**src/rtl/imem_loader_pkg.sv**
```systemverilog
// Shared types and constants for the instruction-memory loader.
package imem_loader_pkg;

   localparam int unsigned DATA_W     = 8;
   localparam int unsigned ADDR_W     = 8;
   localparam int unsigned IMEM_DEPTH = 256;
   localparam int unsigned CNT_W      = 9;

   localparam logic [DATA_W-1:0] DEFAULT_SYNC_BYTE = 8'hA5;

   typedef enum logic [2:0] {
      ST_IDLE,
      ST_LEN,
      ST_DATA,
      ST_CSUM,
      ST_DONE,
      ST_ERR
   } state_e;

   typedef struct packed {
      logic              we;
      logic [ADDR_W-1:0] addr;
      logic [DATA_W-1:0] data;
   } imem_wr_t;

   // LEN byte of zero encodes a full 256-byte program.
   function automatic logic [CNT_W-1:0] frame_len(input logic [DATA_W-1:0] len_byte);
      return (len_byte == '0) ? CNT_W'(IMEM_DEPTH) : CNT_W'(len_byte);
   endfunction

endpackage

```
**src/rtl/imem_loader_csum.sv**
```systemverilog
// Running 8-bit frame checksum; zero_c_o tells whether adding data_i would close the sum to zero.
module imem_loader_csum
   import imem_loader_pkg::*;
(
   input  logic              clk_i,
   input  logic              reset_i,
   input  logic              clr_i,
   input  logic              add_i,
   input  logic [DATA_W-1:0] data_i,
   output logic              zero_c_o
);

   logic [DATA_W-1:0] sum_q;
   logic [DATA_W-1:0] sum_d;

   always_comb begin
      sum_d = sum_q;
      if (clr_i) begin
         sum_d = '0;
      end else if (add_i) begin
         sum_d = DATA_W'(sum_q + data_i);
      end
   end

   always_ff @(posedge clk_i) begin
      if (reset_i) begin
         sum_q <= '0;
      end else begin
         sum_q <= sum_d;
      end
   end

   assign zero_c_o = (DATA_W'(sum_q + data_i) == '0);

endmodule

```
**src/rtl/imem_loader.sv**
```systemverilog
// Framed byte-stream loader into the 256x8 instruction memory; holds the CPU while loading.
// Optional checksum byte after the data is enabled by defining IMEM_LOADER_CHECKSUM_EN.
module imem_loader
   import imem_loader_pkg::*;
#(
   parameter logic [DATA_W-1:0] SYNC_BYTE  = DEFAULT_SYNC_BYTE,
   parameter logic [ADDR_W-1:0] START_ADDR = 8'h00
) (
   input  logic              clk_i,
   input  logic              reset_i,
   input  logic [DATA_W-1:0] rx_data_i,
   input  logic              rx_valid_i,
   output logic              rx_ready_o,
   output logic              imem_we_o,
   output logic [ADDR_W-1:0] imem_addr_o,
   output logic [DATA_W-1:0] imem_wdata_o,
   output logic              cpu_hold_o,
   output logic              load_done_o,
   output logic              load_err_o
);

   state_e            state_q, state_d;
   logic [CNT_W-1:0]  cnt_q, cnt_d;
   logic [ADDR_W-1:0] addr_q, addr_d;
   imem_wr_t          wr_q, wr_d;
   logic              ready_q, ready_d;
   logic              hold_q, hold_d;
   logic              done_q, done_d;
   logic              err_q, err_d;
   logic              rx_accept;

   assign rx_accept = rx_valid_i && ready_q;

`ifdef IMEM_LOADER_CHECKSUM_EN
   logic csum_clr, csum_add, csum_zero;

   imem_loader_csum u_csum (
      .clk_i    (clk_i),
      .reset_i  (reset_i),
      .clr_i    (csum_clr),
      .add_i    (csum_add),
      .data_i   (rx_data_i),
      .zero_c_o (csum_zero)
   );
`endif

   // Next-state and registered-output decode; outputs follow the state being entered.
   always_comb begin
      state_d = state_q;
      cnt_d   = cnt_q;
      addr_d  = addr_q;
      wr_d    = wr_q;
      wr_d.we = 1'b0;
      err_d   = err_q;
`ifdef IMEM_LOADER_CHECKSUM_EN
      csum_clr = 1'b0;
      csum_add = 1'b0;
`endif
      case (state_q)
         ST_IDLE, ST_ERR: begin
            if (rx_accept && (rx_data_i == SYNC_BYTE)) begin
               state_d = ST_LEN;
               err_d   = 1'b0;
`ifdef IMEM_LOADER_CHECKSUM_EN
               csum_clr = 1'b1;
`endif
            end
         end
         ST_LEN: begin
            if (rx_accept) begin
               cnt_d   = frame_len(rx_data_i);
               addr_d  = START_ADDR;
               state_d = ST_DATA;
`ifdef IMEM_LOADER_CHECKSUM_EN
               csum_add = 1'b1;
`endif
            end
         end
         ST_DATA: begin
            if (rx_accept) begin
               wr_d.we   = 1'b1;
               wr_d.addr = addr_q;
               wr_d.data = rx_data_i;
               addr_d    = ADDR_W'(addr_q + ADDR_W'(1));
               cnt_d     = CNT_W'(cnt_q - CNT_W'(1));
`ifdef IMEM_LOADER_CHECKSUM_EN
               csum_add = 1'b1;
               if (cnt_q == CNT_W'(1)) state_d = ST_CSUM;
`else
               if (cnt_q == CNT_W'(1)) state_d = ST_DONE;
`endif
            end
         end
`ifdef IMEM_LOADER_CHECKSUM_EN
         ST_CSUM: begin
            if (rx_accept) begin
               if (csum_zero) begin
                  state_d = ST_DONE;
               end else begin
                  state_d = ST_ERR;
                  err_d   = 1'b1;
               end
            end
         end
`endif
         ST_DONE: state_d = ST_IDLE;
         default: state_d = ST_IDLE;
      endcase

      ready_d = (state_d != ST_DONE);
      hold_d  = (state_d == ST_LEN) || (state_d == ST_DATA) ||
                (state_d == ST_CSUM) || (state_d == ST_ERR);
      done_d  = (state_d == ST_DONE);
   end

   always_ff @(posedge clk_i) begin
      if (reset_i) begin
         state_q <= ST_IDLE;
         cnt_q   <= '0;
         addr_q  <= '0;
         wr_q    <= '0;
         ready_q <= 1'b0;
         hold_q  <= 1'b0;
         done_q  <= 1'b0;
         err_q   <= 1'b0;
      end else begin
         state_q <= state_d;
         cnt_q   <= cnt_d;
         addr_q  <= addr_d;
         wr_q    <= wr_d;
         ready_q <= ready_d;
         hold_q  <= hold_d;
         done_q  <= done_d;
         err_q   <= err_d;
      end
   end

   assign rx_ready_o   = ready_q;
   assign imem_we_o    = wr_q.we;
   assign imem_addr_o  = wr_q.addr;
   assign imem_wdata_o = wr_q.data;
   assign cpu_hold_o   = hold_q;
   assign load_done_o  = done_q;
   assign load_err_o   = err_q;

endmodule
```
**config.mk**
```make
export PLATFORM = sky130hd
export DESIGN_NAME = imem_loader
export DESIGN_NICKNAME = d
export VERILOG_FILES = /design/src/rtl/imem_loader_pkg.sv /design/src/rtl/imem_loader_csum.sv /design/src/rtl/imem_loader.sv
export SDC_FILE = /design/constraint.sdc
export NUM_CORES = 1
export LEC_CHECK = 0
export ABC_AREA = 1
export BUFFER_PORTS_ARGS = -buffer_cell sky130_fd_sc_hd__buf_2
export CAP_MARGIN = 10
export CORE_MARGIN = 1.5
export CORE_UTILIZATION = 55
export DETAILED_ROUTE_END_ITERATION = 8
export PLACE_DENSITY = 0.77
export SYNTH_ARGS = -nofsm -noshare
export SYNTH_HDL_FRONTEND = slang
export SYNTH_SLANG_ARGS = --single-unit
```
**constraint.sdc**
```tcl
create_clock -name clk_i -period 1.8 [get_ports clk_i]
set_clock_uncertainty 0.1 [all_clocks]
set_input_delay 0 -clock clk_i [delete_from_list [all_inputs] [get_ports clk_i]]
set_output_delay 0 -clock clk_i [all_outputs]
set_load 0.05 [all_outputs]
```
== After elaboration in Yosys (flattened, before gate mapping) ==
Index checks and enable logic that the tools add are counted.

* Register bits after elaboration: 40
* Latch bits: 0
* RAM bits: 0
* Bits in read-only memories: 0
* Output and inout bits: 21
* Word-level logic and storage cells: 50
* Memories: 0

* Add/subtract/negate cells: 2
* $mul: 0
* Div/mod/pow operators: 0
* Order comparisons: 0
* Equality and inequality tests: 13
* Shifts and indexed selects: 0
* Muxes and demuxes: 13
* Bitwise gates (word level): 1
* Reductions and logical operators: 12

{| class="wikitable"
|+ Operators with widths
! cell !! count
|-
| 9-bit 2-to-1 mux || 3
|-
| 9-bit case mux with 2 select lines || 1
|-
| 17-bit 2-to-1 mux || 1
|-
| 8-bit 2-to-1 mux || 2
|-
| 8-bit case mux with 2 select lines || 1
|-
| 3-bit 2-to-1 mux || 4
|-
| 3-bit by 2-bit equality test with 1-bit output, second input constant || 3
|-
| 3-bit equality test, second input constant || 3
|-
| 9-bit by 1-bit equality test with 1-bit output, second input constant || 1
|-
| 3-bit case mux with 3 select lines || 1
|-
| 9-bit by 1-bit subtractor with 9-bit output, second input constant || 1
|-
| 8-bit by 1-bit adder with 8-bit output, second input constant || 1
|-
| 8-bit equality test, second input constant || 1
|-
| 8-bit logical NOT || 1
|-
| 3-bit by 1-bit equality test with 1-bit output, second input constant || 2
|-
| 2-bit != test, second input constant || 2
|-
| 2-bit OR reduction || 2
|-
| 3-bit logical NOT || 1
|-
| 1-bit logical OR || 3
|-
| 3-bit != test, second input constant || 1
|-
| 3-bit AND reduction || 1
|-
| 1-bit logical AND || 2
|-
| 2-bit AND reduction || 1
|-
| 2-bit nonzero test || 1
|-
| 1-bit inverter || 1
|}

== Logic depth before layout (Yosys ltp) ==
* Depth in word-level cells: 8
* Depth in mapped cells: 9
* Gate-level depth less buffers: 9

== Least setup slack after synthesis ==
Ideal clock, no wire load.

* Kind: register to register
* From: register ready_q (netlist: rx_ready_o)
* To: register cnt_q[7]
* Library setup time: 0.109 ns
* Arrival: 1.478 ns
* Data required time: 1.591 ns
* Slack: 0.113 ns
* Stages on the path, launching flop included: 9
* Path buffers: 1
* Period minus slack after synthesis: 1.687 ns
* Cell sequence: dfxtp_1 nand2_4 clkinv_2 nand4_2 nand2_4 buf_12 nand3_1 nand2_1 inv_1

* Longest elaborated chain between the ends: 3
* Elaborated cells on any way between the ends: 4

{| class="wikitable"
|+ Ends and longest elaborated chain
! element !! line !! source
|-
| start: declaration || imem_loader.sv:26 || <nowiki>logic ready_q, ready_d;</nowiki>
|-
| start signal: assignment || imem_loader.sv:131 || <nowiki>ready_q <= ready_d;</nowiki>
|-
| 1-bit logical AND * || imem_loader.sv:32 || <nowiki>assign rx_accept = rx_valid_i && ready_q;</nowiki>
|-
| 2-bit != test (no source line) || - ||
|-
| 3-bit AND reduction (no source line) * || - ||
|-
| end signal: assignment || imem_loader.sv:128 || <nowiki>cnt_q <= cnt_d;</nowiki>
|-
| end: declaration || imem_loader.sv:23 || <nowiki>logic [CNT_W-1:0] cnt_q, cnt_d;</nowiki>
|}

Every way passes the cells marked *; elsewhere a longest branch is shown, timed or not.
A chain may end at the register's enable or synchronous reset.

== Worst setup path in the final report ==
* From: register state_q[0]
* To: register cnt_q[5]

* Longest elaborated chain between the ends: 3
* Elaborated cells on any way between the ends: 7

{| class="wikitable"
|+ Ends and longest elaborated chain
! element !! line !! source
|-
| start: declaration || imem_loader.sv:22 || <nowiki>state_e state_q, state_d;</nowiki>
|-
| start signal: assignment || imem_loader.sv:127 || <nowiki>state_q <= state_d;</nowiki>
|-
| 3-bit by 1-bit equality test with 1-bit output or 3-bit by 2-bit equality test with 1-bit output (tied branches) || imem_loader.sv:59 || <nowiki>case (state_q)</nowiki>
|-
| 2-bit != test (no source line) or 2-bit nonzero test (tied branches) || - ||
|-
| 3-bit AND reduction (no source line) || - ||
|}

Parallel ways exist; a longest one is shown, timed or not.

==> results.cfg <==
[detailed_routing]
ant_nets = 0
num_vias = 1863
wl_met3_um = 309
met2WireLength_um = 1908
wl_met1_um = 2029
viasPerCell = 5.132
first_iter_violations = 83
routed_wl_um = 4368
wl_per_cell_um = 12.03
highest_layer = met4
first_pass_iters = 4
drc = 0

[floorplan]
pin_count = 32
start_util_pct = 58.86
die_h_um = 63.47
coreArea_sq_um = 3416
fp.dieW_um = 63.47
core.rowCount = 21
die_area_sq_um = 4028

[final_layout]
layout-drive-gt1-share_pct = 19.56
area.growth.synth_to_final_pct = 14.00
multi_input_area_sq_um = 1013
regArea_sq_um = 800.8
antennaDiodeCount = 0
nets = 330
n_fill_cell = 315

[clock_network]
cts-root-buf = clkbuf_4
tritoncts = done
cts.path.max_buffers = 2
path_clk_slew_ns = 0.12
clock_latency_ns = 0.36
htreeDepth = 2
clock-sinks = 40
cts_buffers = 5

[sta]
drv_slew = 0
finalSetupTns_ns = 0
fmax_ghz = 0.6335
min_period_ns = 1.578
rsz0062_at_grt = false
hold_viol = 0
setup_viol = 0
min_period_over_period_pct = 87.69

[run]
cap_violations = 0

[power_and_ir_drop]
peakVddDrop_v = 0.0004267
power_density_nw_per_um2 = 627.6
total_power_mw = 1.439
p_leak_nw = 1.088

[worst_setup_path]
crit_arrival_ns = 1.78
worstPathMaxFanout = 16
cp-end-kind = flip-flop
worstSetupPathType = flip-flop to flip-flop
critPathRequiredTime_ns = 2.00
cp-start-kind = flip-flop

[synth]
syn_area_per_cell_sq_um = 7.233
netlist_instances = 278
ys_ff_latch = 40
synth_top_area_cell = dfxtp_1
ys_seq_area_share_pct = 39.83
synthesis.area_sq_um = 2011
synth_area_leaders = dfxtp_1, nand2_1, nor2_1
synth_cell_types = 37
syn_nets = 292
synth_warnings = 0
synth_top_area_share_pct = 39.83

[place]
hpwl_um = 3120
gp_routability_congestion = 0.8938
port_buffers = 30

[global_route]
grt_remaining_overflow = 0
grt_pass1_vias = 1726
grt_max_degree = 22
grt_usage_pct = 23.76
antenna_found_initial = 0
grt_pass1_wl_um = 7410

[min_path]
hold_class = input port to flip-flop

[run_status]
status = completed
## Yosys cell counts (all sizes together)
library cell,number
clkinv,1
or2,1
clkbuf,2
a31oi,1
dfxtp,40
nand3,17
buf,9
conb,1
inv,25
o211a,1
o211ai,2
ha,3
nand4,3
o21bai,1
o21ai,28
nor2,58
nand2,60
o22ai,1
nor3,2
a21oi,22
## worst max-delay path: stages (launching register included)
cell and delay [ns]:
dfxtp_1 0.36, inv_2 0.10, nand3_4 0.17, inv_6 0.19, nand2_8 0.11, nand2_4 0.18
o21ai_0 0.11, nand2_1 0.06, nand2_1 0.04, nor2_1 0.09
## layout make-up
class                      instances  share of cell area, %
clock buffer                       7                  1.965
clock inverter                     1                 0.3821
inverter                          26                  4.531
multi-input combinational        201                  44.21
sequential                        40                  34.93
tap                               46                  2.511
timing repair buffer              42                  11.46
## cells by family (layout without fill, tap and decap cells)
kind of cell,after synthesis,count (layout),synth area share [%]
compound gates,56,56,16.18
fa+ha+maj,3,3,1.867
buf+inv,37,76,9.769
flops,40,40,39.83
other cells,1,1,0.1865
simple gates,141,141,32.17
## where the power goes
group          switching (mW)  leakage, nW  internal [mW]
clock                   0.292       0.0295          0.157
sequential            0.00217        0.322          0.887
combinational          0.0627        0.736         0.0372
total                   0.357         1.09           1.08
## timing repair
action	CTS	global route
resized for setup	0	0
hold endpoints to repair	24	0
buffers inserted	0	0
hold buffers	9	0
## flip-flops by register name, summed over array words and instances, names as in the netlist
name / flops
load_done_o: 1
state_q: 3
imem_we_o: 1
imem_addr_o: 8
addr_q: 8
cnt_q: 9
imem_wdata_o: 8
cpu_hold_o: 1
rx_ready_o: 1
## cell usage in the layout (no fill, tap or decap), drive strengths merged
master / instances
buf: 33
dlygate4sd3: 9
o21ai: 28
o211a: 1
nand2: 60
nor3: 2
o21bai: 1
a21oi: 22
clkinv: 2
dfxtp: 40
nand3: 17
conb: 1
clkbuf: 7
nand4: 3
o22ai: 1
o211ai: 2
a31oi: 1
or2: 1
ha: 3
nor2: 58
inv: 25
## metal layers
layer	vias to the layer above	global-route usage [%]
li1	969	-
met1	820	31.05
met2	63	35.92
met3	11	3.929
met4	0	15.76
met5	-	0
## metrics by stage
step	std cells	worst slack (ns)	utilization [%]	instance area [sq um]	hold WS [ns]
final	363	0.2215	67.11	2292	0.03638
after global routing	363	0.09338	67.11	2292	0.02866
after CTS	363	0.2189	67.11	2292	0.02437
after detailed placement	346	0.2415	62.89	2148	0.1601
after global placement	346	0.3005	62.89	2148	0.1510
after floorplan	278	0.1132	-	2011	0.003131
## worst paths after layout
| check | startpoint | end | slack, ns | cells after the start |
|---|---|---|---|---|
| hold / removal | rx_valid_i | addr_q[4]$_SDFFE_PP0P_ | 0.04 | 5 |
| setup reg to reg | state_q[0]$_SDFF_PP0_ | cnt_q[5]$_SDFFE_PP0P_ | 0.22 | 9 |
| setup / recovery | state_q[0]$_SDFF_PP0_ | cnt_q[5]$_SDFFE_PP0P_ | 0.22 | 9 |
| hold reg to reg | addr_q[3]$_SDFFE_PP0P_ | addr_q[3]$_SDFFE_PP0P_ | 0.37 | 2 |
Power figures use the tool's default switching activity.
